[src/rtl/seg7_scan_driver.sv]
// -----------------------------------------------------------------------------
// seg7_scan_driver
//
// Purpose:
//   Time-multiplexes a 16-bit hex word onto a 4-digit, common-anode,
//   active-low 7-segment display. A free-running prescaler produces one
//   tick per digit slot, and each tick advances a 2-bit digit index.
//   At the end of every frame the displayed value and decimal-point mask are
//   copied into shadow registers. The display therefore never shows a mix
//   of old and new digits.
//
// Parameters:
//   PRESCALE  clk cycles per digit slot (must be >= 2)
//   BLANK_LZ  1 = blank leading-zero digits (digit 0 is never blanked)
//
// Ports:
//   clk         in   system clock
//   rst         in   asynchronous, active-low reset (0 = reset)
//   value       in   16-bit hex value; value[3:0] is digit 0 (rightmost)
//   dp_mask     in   decimal-point enable per digit, 1 = point on
//   blank       in   1 = all anodes off; scanning keeps running
//   seg         out  {g,f,e,d,c,b,a}, active-low, registered
//   dp          out  decimal point, active-low, registered
//   an          out  digit anodes, active-low, an[0] = digit 0, registered
//   frame_done  out  high for the single cycle whose edge reloads the shadow
//
// Handshake:
//   There is no handshake. value and dp_mask are sampled only on the reload
//   edge. That edge is the clock edge that ends the cycle in which
//   frame_done is high.
// -----------------------------------------------------------------------------
module seg7_scan_driver #(
    parameter int PRESCALE = 100000,
    parameter bit BLANK_LZ = 1'b1
) (
    input  logic        clk,
    input  logic        rst,
    input  logic [15:0] value,
    input  logic [3:0]  dp_mask,
    input  logic        blank,
    output logic [6:0]  seg,
    output logic        dp,
    output logic [3:0]  an,
    output logic        frame_done
);

    localparam int            CW      = $clog2(PRESCALE);
    localparam logic [CW-1:0] CNT_MAX = CW'(PRESCALE - 1);

    logic [CW-1:0] cnt_q, cnt_d;
    logic [1:0]    idx_q, idx_d;
    logic [15:0]   shadow_q, shadow_d;
    logic [3:0]    dp_shadow_q, dp_shadow_d;
    logic [6:0]    seg_q, seg_d;
    logic          dp_q, dp_d;
    logic [3:0]    an_q, an_d;

    logic          tick;
    logic          reload;
    logic [15:0]   shifted;
    logic [3:0]    nibble;
    logic          lz_blank;

    function automatic logic [6:0] hex_to_seg(input logic [3:0] n);
        logic [6:0] s;
        case (n)
            4'h0:    s = 7'b1000000;
            4'h1:    s = 7'b1111001;
            4'h2:    s = 7'b0100100;
            4'h3:    s = 7'b0110000;
            4'h4:    s = 7'b0011001;
            4'h5:    s = 7'b0010010;
            4'h6:    s = 7'b0000010;
            4'h7:    s = 7'b1111000;
            4'h8:    s = 7'b0000000;
            4'h9:    s = 7'b0010000;
            4'hA:    s = 7'b0001000;
            4'hB:    s = 7'b0000011;
            4'hC:    s = 7'b1000110;
            4'hD:    s = 7'b0100001;
            4'hE:    s = 7'b0000110;
            default: s = 7'b0001110;
        endcase
        return s;
    endfunction

    assign tick   = (cnt_q == CNT_MAX);
    assign reload = tick && (idx_q == 2'd3);

    // Shifting the shadow right by 4*idx puts the current digit in the low
    // nibble. Whatever remains above it holds the more-significant digits.
    // If the whole shifted word is zero, this digit is a leading zero.
    assign shifted  = shadow_q >> {idx_q, 2'b00};
    assign nibble   = shifted[3:0];
    assign lz_blank = BLANK_LZ && (idx_q != 2'd0) && (shifted == 16'h0000);

    always_comb begin
        cnt_d       = cnt_q + CW'(1);
        idx_d       = idx_q;
        shadow_d    = shadow_q;
        dp_shadow_d = dp_shadow_q;

        if (tick) begin
            cnt_d = '0;
            idx_d = idx_q + 2'd1;
        end
        // The reload shares its edge with the idx 3->0 wrap. Digit 0 of the
        // new frame therefore already decodes the new shadow.
        if (reload) begin
            shadow_d    = value;
            dp_shadow_d = dp_mask;
        end

        seg_d = lz_blank ? 7'b1111111 : hex_to_seg(nibble);
        dp_d  = ~dp_shadow_q[idx_q];
        an_d  = blank ? 4'b1111 : ~(4'b0001 << idx_q);
    end

    always_ff @(posedge clk or negedge rst) begin
        if (!rst) begin
            cnt_q       <= '0;
            idx_q       <= 2'd0;
            shadow_q    <= 16'h0000;
            dp_shadow_q <= 4'h0;
            seg_q       <= 7'b1111111;
            dp_q        <= 1'b1;
            an_q        <= 4'b1111;
        end else begin
            cnt_q       <= cnt_d;
            idx_q       <= idx_d;
            shadow_q    <= shadow_d;
            dp_shadow_q <= dp_shadow_d;
            seg_q       <= seg_d;
            dp_q        <= dp_d;
            an_q        <= an_d;
        end
    end

    assign seg        = seg_q;
    assign dp         = dp_q;
    assign an         = an_q;
    assign frame_done = reload;

endmodule

[config.mk]
export PLATFORM = sky130hd
export DESIGN_NAME = seg7_scan_driver
export DESIGN_NICKNAME = d
export VERILOG_FILES = /design/src/rtl/seg7_scan_driver.sv
export SDC_FILE = /design/constraint.sdc
export NUM_CORES = 1
export LEC_CHECK = 0
export CAP_MARGIN = 20
export CORE_ASPECT_RATIO = 2
export CORE_MARGIN = 2
export CORE_UTILIZATION = 60
export CTS_CLUSTER_SIZE = 8
export DETAILED_ROUTE_END_ITERATION = 8
export DONT_BUFFER_PORTS = 1
export GPL_TIMING_DRIVEN = 0
export HOLD_SLACK_MARGIN = 0.06
export PLACE_DENSITY = 0.87
export SYNTH_ARGS = -nofsm -noshare
export SYNTH_HDL_FRONTEND = slang
export SYNTH_SLANG_ARGS = --single-unit
[constraint.sdc]
create_clock -name clk -period 3.2 [get_ports clk]
set_clock_uncertainty 0.1 [all_clocks]
set_input_delay 0.32 -clock clk [delete_from_list [all_inputs] [get_ports clk]]
set_output_delay 0.32 -clock clk [all_outputs]
set_load 0.03 [all_outputs]
Yosys cells after proc, flatten, opt, wreduce, memory -nomap -nowiden
Memory sizes are Yosys's and may differ from the RTL's.
Index checks and enable logic that the tools add are counted.
{"block": "word_totals", "mem_count": 1, "register_bits": 51, "output_inout_bits": 13, "input_bits": 23, "mem_bits_ro": 112}
{"block": "op_classes", "bitwise_logic": 2, "shift": 2, "add_sub_neg": 2, "n_lt_le_gt_ge": 1, "eq_ne": 2, "n_reduce_logical": 4, "mux": 5}
{"name": "(name not given)", "words": 16, "word_bits": 7, "read_ports": 1, "rd_clocked_by_memory_dff": 0, "wr": 0, "line": "66", "rtl": "case (n)"}
{"operator": "$add A17 B1 Y17 const B", "n": 1}
{"operator": "$eq A17 B17 Y1 const B", "n": 1}
{"operator": "$mux W17", "n": 1}
{"operator": "$logic_not A16 Y1", "n": 1}
{"operator": "$shr A16 B4 Y16", "n": 1}
{"operator": "$mux W7", "n": 1}
{"operator": "$mux W4", "n": 1}
{"operator": "$not A4 Y4", "n": 1}
{"operator": "$shl A1 B2 Y4 const A", "n": 1}
{"operator": "$lt A2 B3 Y1 const B", "n": 1}
{"operator": "$add A2 B1 Y2 const B", "n": 1}
{"operator": "$bmux W1 S2", "n": 1}
{"operator": "$eq A2 B2 Y1 const B", "n": 1}
{"operator": "$logic_and A1 B1 Y1", "n": 2}
{"operator": "$reduce_bool A2 Y1", "n": 1}
{"operator": "$mux W1", "n": 1}
{"operator": "$not A1 Y1", "n": 1}

Depth between registers and ports, before layout
{"block": "depth", "word_depth": 4, "depth_mapped": 8, "mapped_depth_nobuf": 7}

Worst setup path before layout
No wires, ideal clock.
{"block": "synth_path", "kind": "register to register", "from": "register idx_q[0]", "to": "register seg_q[0], in the netlist seg[0]", "slack_ns": 0.752, "required_time_ns": 3.016, "stages_incl_launch_ff": 9, "arrival_time_ns": 2.263, "period_less_slack_ns": 2.448, "cell_sequence": "dfrtp_1 > buf_6 > mux4_2 > inv_1 > ha_1 > inv_1 > or4_1 > a211o_1 > o2111ai_1"}
{"block": "synth_between", "elab_chain_cells": 4, "word_cells_on_any_way": 6, "cone_classes": "shift: 1; mux: 1; reduce/logical: 3; memory: 1"}
{"element": "start, declared", "line": "51", "rtl": "logic [1:0] idx_q, idx_d;"}
{"element": "start signal, assigned", "line": "130", "rtl": "idx_q <= idx_d;"}
{"element": "parallel branches: the longest is 3 deep, another holds $mem_v2 Z16 W7"}
{"element": "$mux W7 *", "line": "114", "rtl": "seg_d = lz_blank ? 7'b1111111 : hex_to_seg(nibble);"}
{"element": "net seg_d[0]", "line": "54", "rtl": "logic [6:0] seg_q, seg_d;"}
{"element": "end signal, assigned", "line": "133", "rtl": "seg_q <= seg_d;"}
{"element": "end, declared", "line": "54"}
Mark *: on every way through the listed nets, which the timed path passes.
A chain may end at the register's enable or synchronous reset.

Final worst setup path
{"block": "layout_path", "from": "register idx_q[1]", "to": "register seg_q[4], in the netlist seg[4]"}
Same word-level chain as after synthesis.

==> summary by stage <==
Clock tree
In this run, post-CTS repair resized a total of 0 instances. After clock tree synthesis, the setup repair step added 0 buffers. The TritonCTS clock tree is done. No sink is reached through more buffers than the 2 on the longest clock path.

The clock insertion delay at the later pin of the skew report is just over 0.3 ns. CTS saw 51 sinks. The clock-pin transition on the worst setup and hold timing paths is around 0.09 ns. The total CTS buffers is 5. The number of H-tree levels is 2. The tree is rooted in a sky130_fd_sc_hd__clkbuf_8.

Synthesis
The number of distinct library cells after synthesis is 39. The synthesized design contains 0 enable-type register cells. In the synthesized netlist the async set-or-reset flop fraction comes to 100.0%. Synthesis produced a netlist whose cell count is 202. Summed over all instances, the cell type with the most area after synthesis is sky130_fd_sc_hd__dfrtp_1. A synthesized cell averages between 10 and 15 um^2.

The number of nets in the synthesized netlist is 236. The Yosys step of the flow raised 0 warnings. After synthesis the netlist holds a flip-flop and latch count of 51. After synthesis the cells add up to ~2600 um^2. The top cell type by area accounts for a little under two fifths of the synthesized area. Sorting the synthesized cells by area gives the leading types as sky130_fd_sc_hd__dfrtp_1 38%, sky130_fd_sc_hd__dfstp_2 12%, sky130_fd_sc_hd__mux2_4 12%.

The most used flip-flop cell after synthesis is sky130_fd_sc_hd__dfrtp_1. The sequential element share of the synthesized area is 49.64%.

Critical path
The worst setup path is launched from a register. The required time of the worst setup path is ~3.3 ns. The setup check on the worst reg-to-reg path leaves a slack of about 0.38 ns.

Along the worst path, the maximum fanout reaches 8. The kind of critical path is reg2reg. The worst setup path is captured at a register.

Traced cell by cell, the critical path runs through clkbuf_1 > mux4_2 > inv_1 > ha_1 > inv_1 > or4_1 > a211o_1 > o221ai_1. At the worst endpoint, the arrival time is between 2 and 3 ns. The worst flop-to-flop path endpoint is seg[4].

The startpoint identified for the worst register-to-register timing path is idx_q[1]. The most numerous cell type found on the critical path is sky130_fd_sc_hd__inv_1. The slowest stage cell on the critical path is sky130_fd_sc_hd__or4_1. The number of cells on the worst reg-to-reg path is 8. The delay of the slowest critical-path stage is around 0.49 ns.

STA
In this run the tightest slew margin relative to its limit is ~40%. Setup total negative slack on the finished layout was measured at 0 ns. Counting I/O delays and the setup requirement, the final critical path takes between 2 and 3 ns. The slew of the pin with the lowest slew margin is 0.8903 ns. The count of final hold-check violations is 0. The number of pins with negative max-slew slack in the final report is 0. The timing-limited maximum frequency is 354.7 MHz. The setup violation total in the final timing report is 0. The final critical path takes up around nine tenths of the cycle. Setup repair after global routing left no endpoint under its margin.

Routing
The routed design has 5201 um of wire. The post-route DRC violation count is 0. Dividing the detail-routed wire length by the instance count gives 18.25 um. In this run the remaining antenna-violating nets after routing total 0. Across all layers, the routed design uses between 1500 and 2000 vias. The first detailed-routing pass ran for 4 iterations.

After detailed routing, the number of vias per cell comes to ~6. The number of DRC markers after the initial detailed-route iteration is 18.

GRT
The met3 demand-to-capacity share in global routing is ~4.2%. The first global-routing pass estimated 8714 um of wire. The routing usage on met1 is between 20% and 30%. The via count of the first global-routing pass came to about 1800. The number of antenna violations at the first check in global routing is 0. The maximum number of pins on one net before global-route repair is 52. The met2 global-route usage is between 40 and 50%.

The total overflow left after global routing is 0. The most used routing layer is met2. The global router's overall resource usage is between 20% and 30%.

Layout
The repair_antennas step left the layout with diodes totalling 0. The post-route netlist has ~24% of its cells at a drive strength greater than 1. Leaving out fill and tap cells, the most frequent cell in the layout is sky130_fd_sc_hd__dfrtp_1. The post-route non-filler standard cell count is between 200 and 300.

The count of fill cells added during filler insertion is 278. In the layout the commonest cells are 39 x sky130_fd_sc_hd__dfrtp_1, 22 x sky130_fd_sc_hd__dlygate4sd3_1, 20 x sky130_fd_sc_hd__mux2_4, 13 x sky130_fd_sc_hd__xnor2_1, 12 x sky130_fd_sc_hd__dfstp_2. The register area is around 1300 um^2.

The footprint of the multi-input gates is around 1200 um^2. The layout-stage area growth over the synthesis result is 16.55%. The final layout contains between 200 and 300 nets.

Pwr
The peak ir drop on the vdd network is roughly 0.00041 V. The static leakage is around 1.3 nW. The total power divided by cell area is roughly 420 nW/um^2.

Placement
The count of buffers from port buffering is 0. The final weighted congestion in routability-driven placement is ~0.86. The HPWL after detailed placement is between 3000 and 4000 um. The cell count after placement is 254.

Floorplan
The initial utilization of the core area, before any placement, comes to 63.00%. The floorplan step set the die width to a little over 50 um. The floorplan die area is about 4900 um^2. The floorplan has 33 rows. Pin placement for this block handled 36 I/O pins.

The floorplan step set the die height to between 90 and 100 um. The area of the placeable core is 4129 um^2.

Run status
The flow ran to the end, and the final reports show no timing, DRC or antenna violations.

Min path
The min-delay analysis places its worst path in the category in2async.

Run
The max capacitance violation total is 0.
## power by group
part | leakage (nW) | internal [mW] | total, mW | switching [mW]
sequential | 0.610 | 0.674 | 0.709 | 0.0350
combinational | 0.660 | 0.0608 | 0.103 | 0.0418
clock | 0.0612 | 0.253 | 0.461 | 0.208
total | 1.33 | 0.987 | 1.27 | 0.285
## logic make-up (layout without fill, tap and decap cells)
family / Yosys count / count (layout) / share of synthesized area, %
buffers and inverters: 15 / 46 / 3.415
flip-flops: 51 / 51 / 49.64
multiplexers: 27 / 27 / 17.12
AND/OR/NAND/NOR: 62 / 62 / 14.14
AO/OA/AOI/OAI: 19 / 19 / 4.666
adder cells (fa/ha/maj): 11 / 11 / 5.291
XOR/XNOR: 17 / 17 / 5.724
## layer usage
metal,share of wire [%],vias up
met5,0,-
met4,3.1,0
met1,36,860
met3,2.5,13
met2,58,35
li1,-,782
## worst max-delay path: cells and delay by family, from the launching register on
kind / cells / cell delay [ns]
buffers and inverters: 3 / 0.58
DFF: 1 / 0.38
adders and majority gates: 1 / 0.18
muxes: 1 / 0.45
and+or+nand+nor: 1 / 0.49
AOI/OAI and AO/OA: 2 / 0.53
## registers in the layout, indices dropped and copies added, names as in the netlist
signal	count
dp	1
cnt_q	17
idx_q	2
dp_shadow_q	4
an	4
seg	7
shadow_q	16
## metrics by stage
step | power (mW) | hold slack (ns) | utilization, % | instance area, um^2 | worst slack, ns
after global placement | 0.7795 | -0.07412 | 64.58 | 2666 | 0.4707
after detailed placement | 0.7837 | -0.07382 | 64.58 | 2666 | 0.4219
final | 1.272 | 0.4158 | 73.42 | 3032 | 0.3811
after CTS | 1.273 | 0.06067 | 72.94 | 3012 | 0.3830
after global routing | 1.317 | 0.4337 | 73.42 | 3032 | 0.2532
after floorplan | 0.7693 | -0.07559 | - | 2601 | 0.7522
## layout make-up
| class | count | area share [%] |
|---|---|---|
| Sequential cell | 51 | 42.59 |
| Multi-Input combinational cell | 136 | 40.28 |
| Timing Repair Buffer | 23 | 8.172 |
| Clock buffer | 6 | 2.724 |
| Tap cell | 52 | 2.146 |
| Buffer | 7 | 1.940 |
| Clock inverter | 2 | 1.156 |
| Inverter | 8 | 0.9905 |
## how the worst max path moves through the flow
stage                         from      to  slack (ns)  cells after the start
after floorplan           idx_q[0]  seg[0]        0.75                      8
final                     idx_q[1]  seg[4]        0.38                      8
after CTS                 idx_q[1]  seg[4]        0.38                      8
after global routing      idx_q[1]  seg[4]        0.25                      8
after detailed placement  idx_q[1]  seg[4]        0.42                      8
after global placement    idx_q[1]  seg[0]        0.47                      8
## synth_stat cells, drive strengths merged, types with 5 or more instances
master  count
mux2       20
inv         8
a21oi       6
dfrtp      39
xnor2      13
nand2b      6
dfstp      12
ha         11
nor2        6
mux4        6
nand3       9
o21ai       5
buf         6
nand2      11
## repair_timing
action / 4_1_cts / 5_1_grt
hold endpoints to repair: 73 / 2
endpoints found under the setup margin: 0 / 0
hold buffers: 21 / 2
Power figures use the tool's default switching activity.
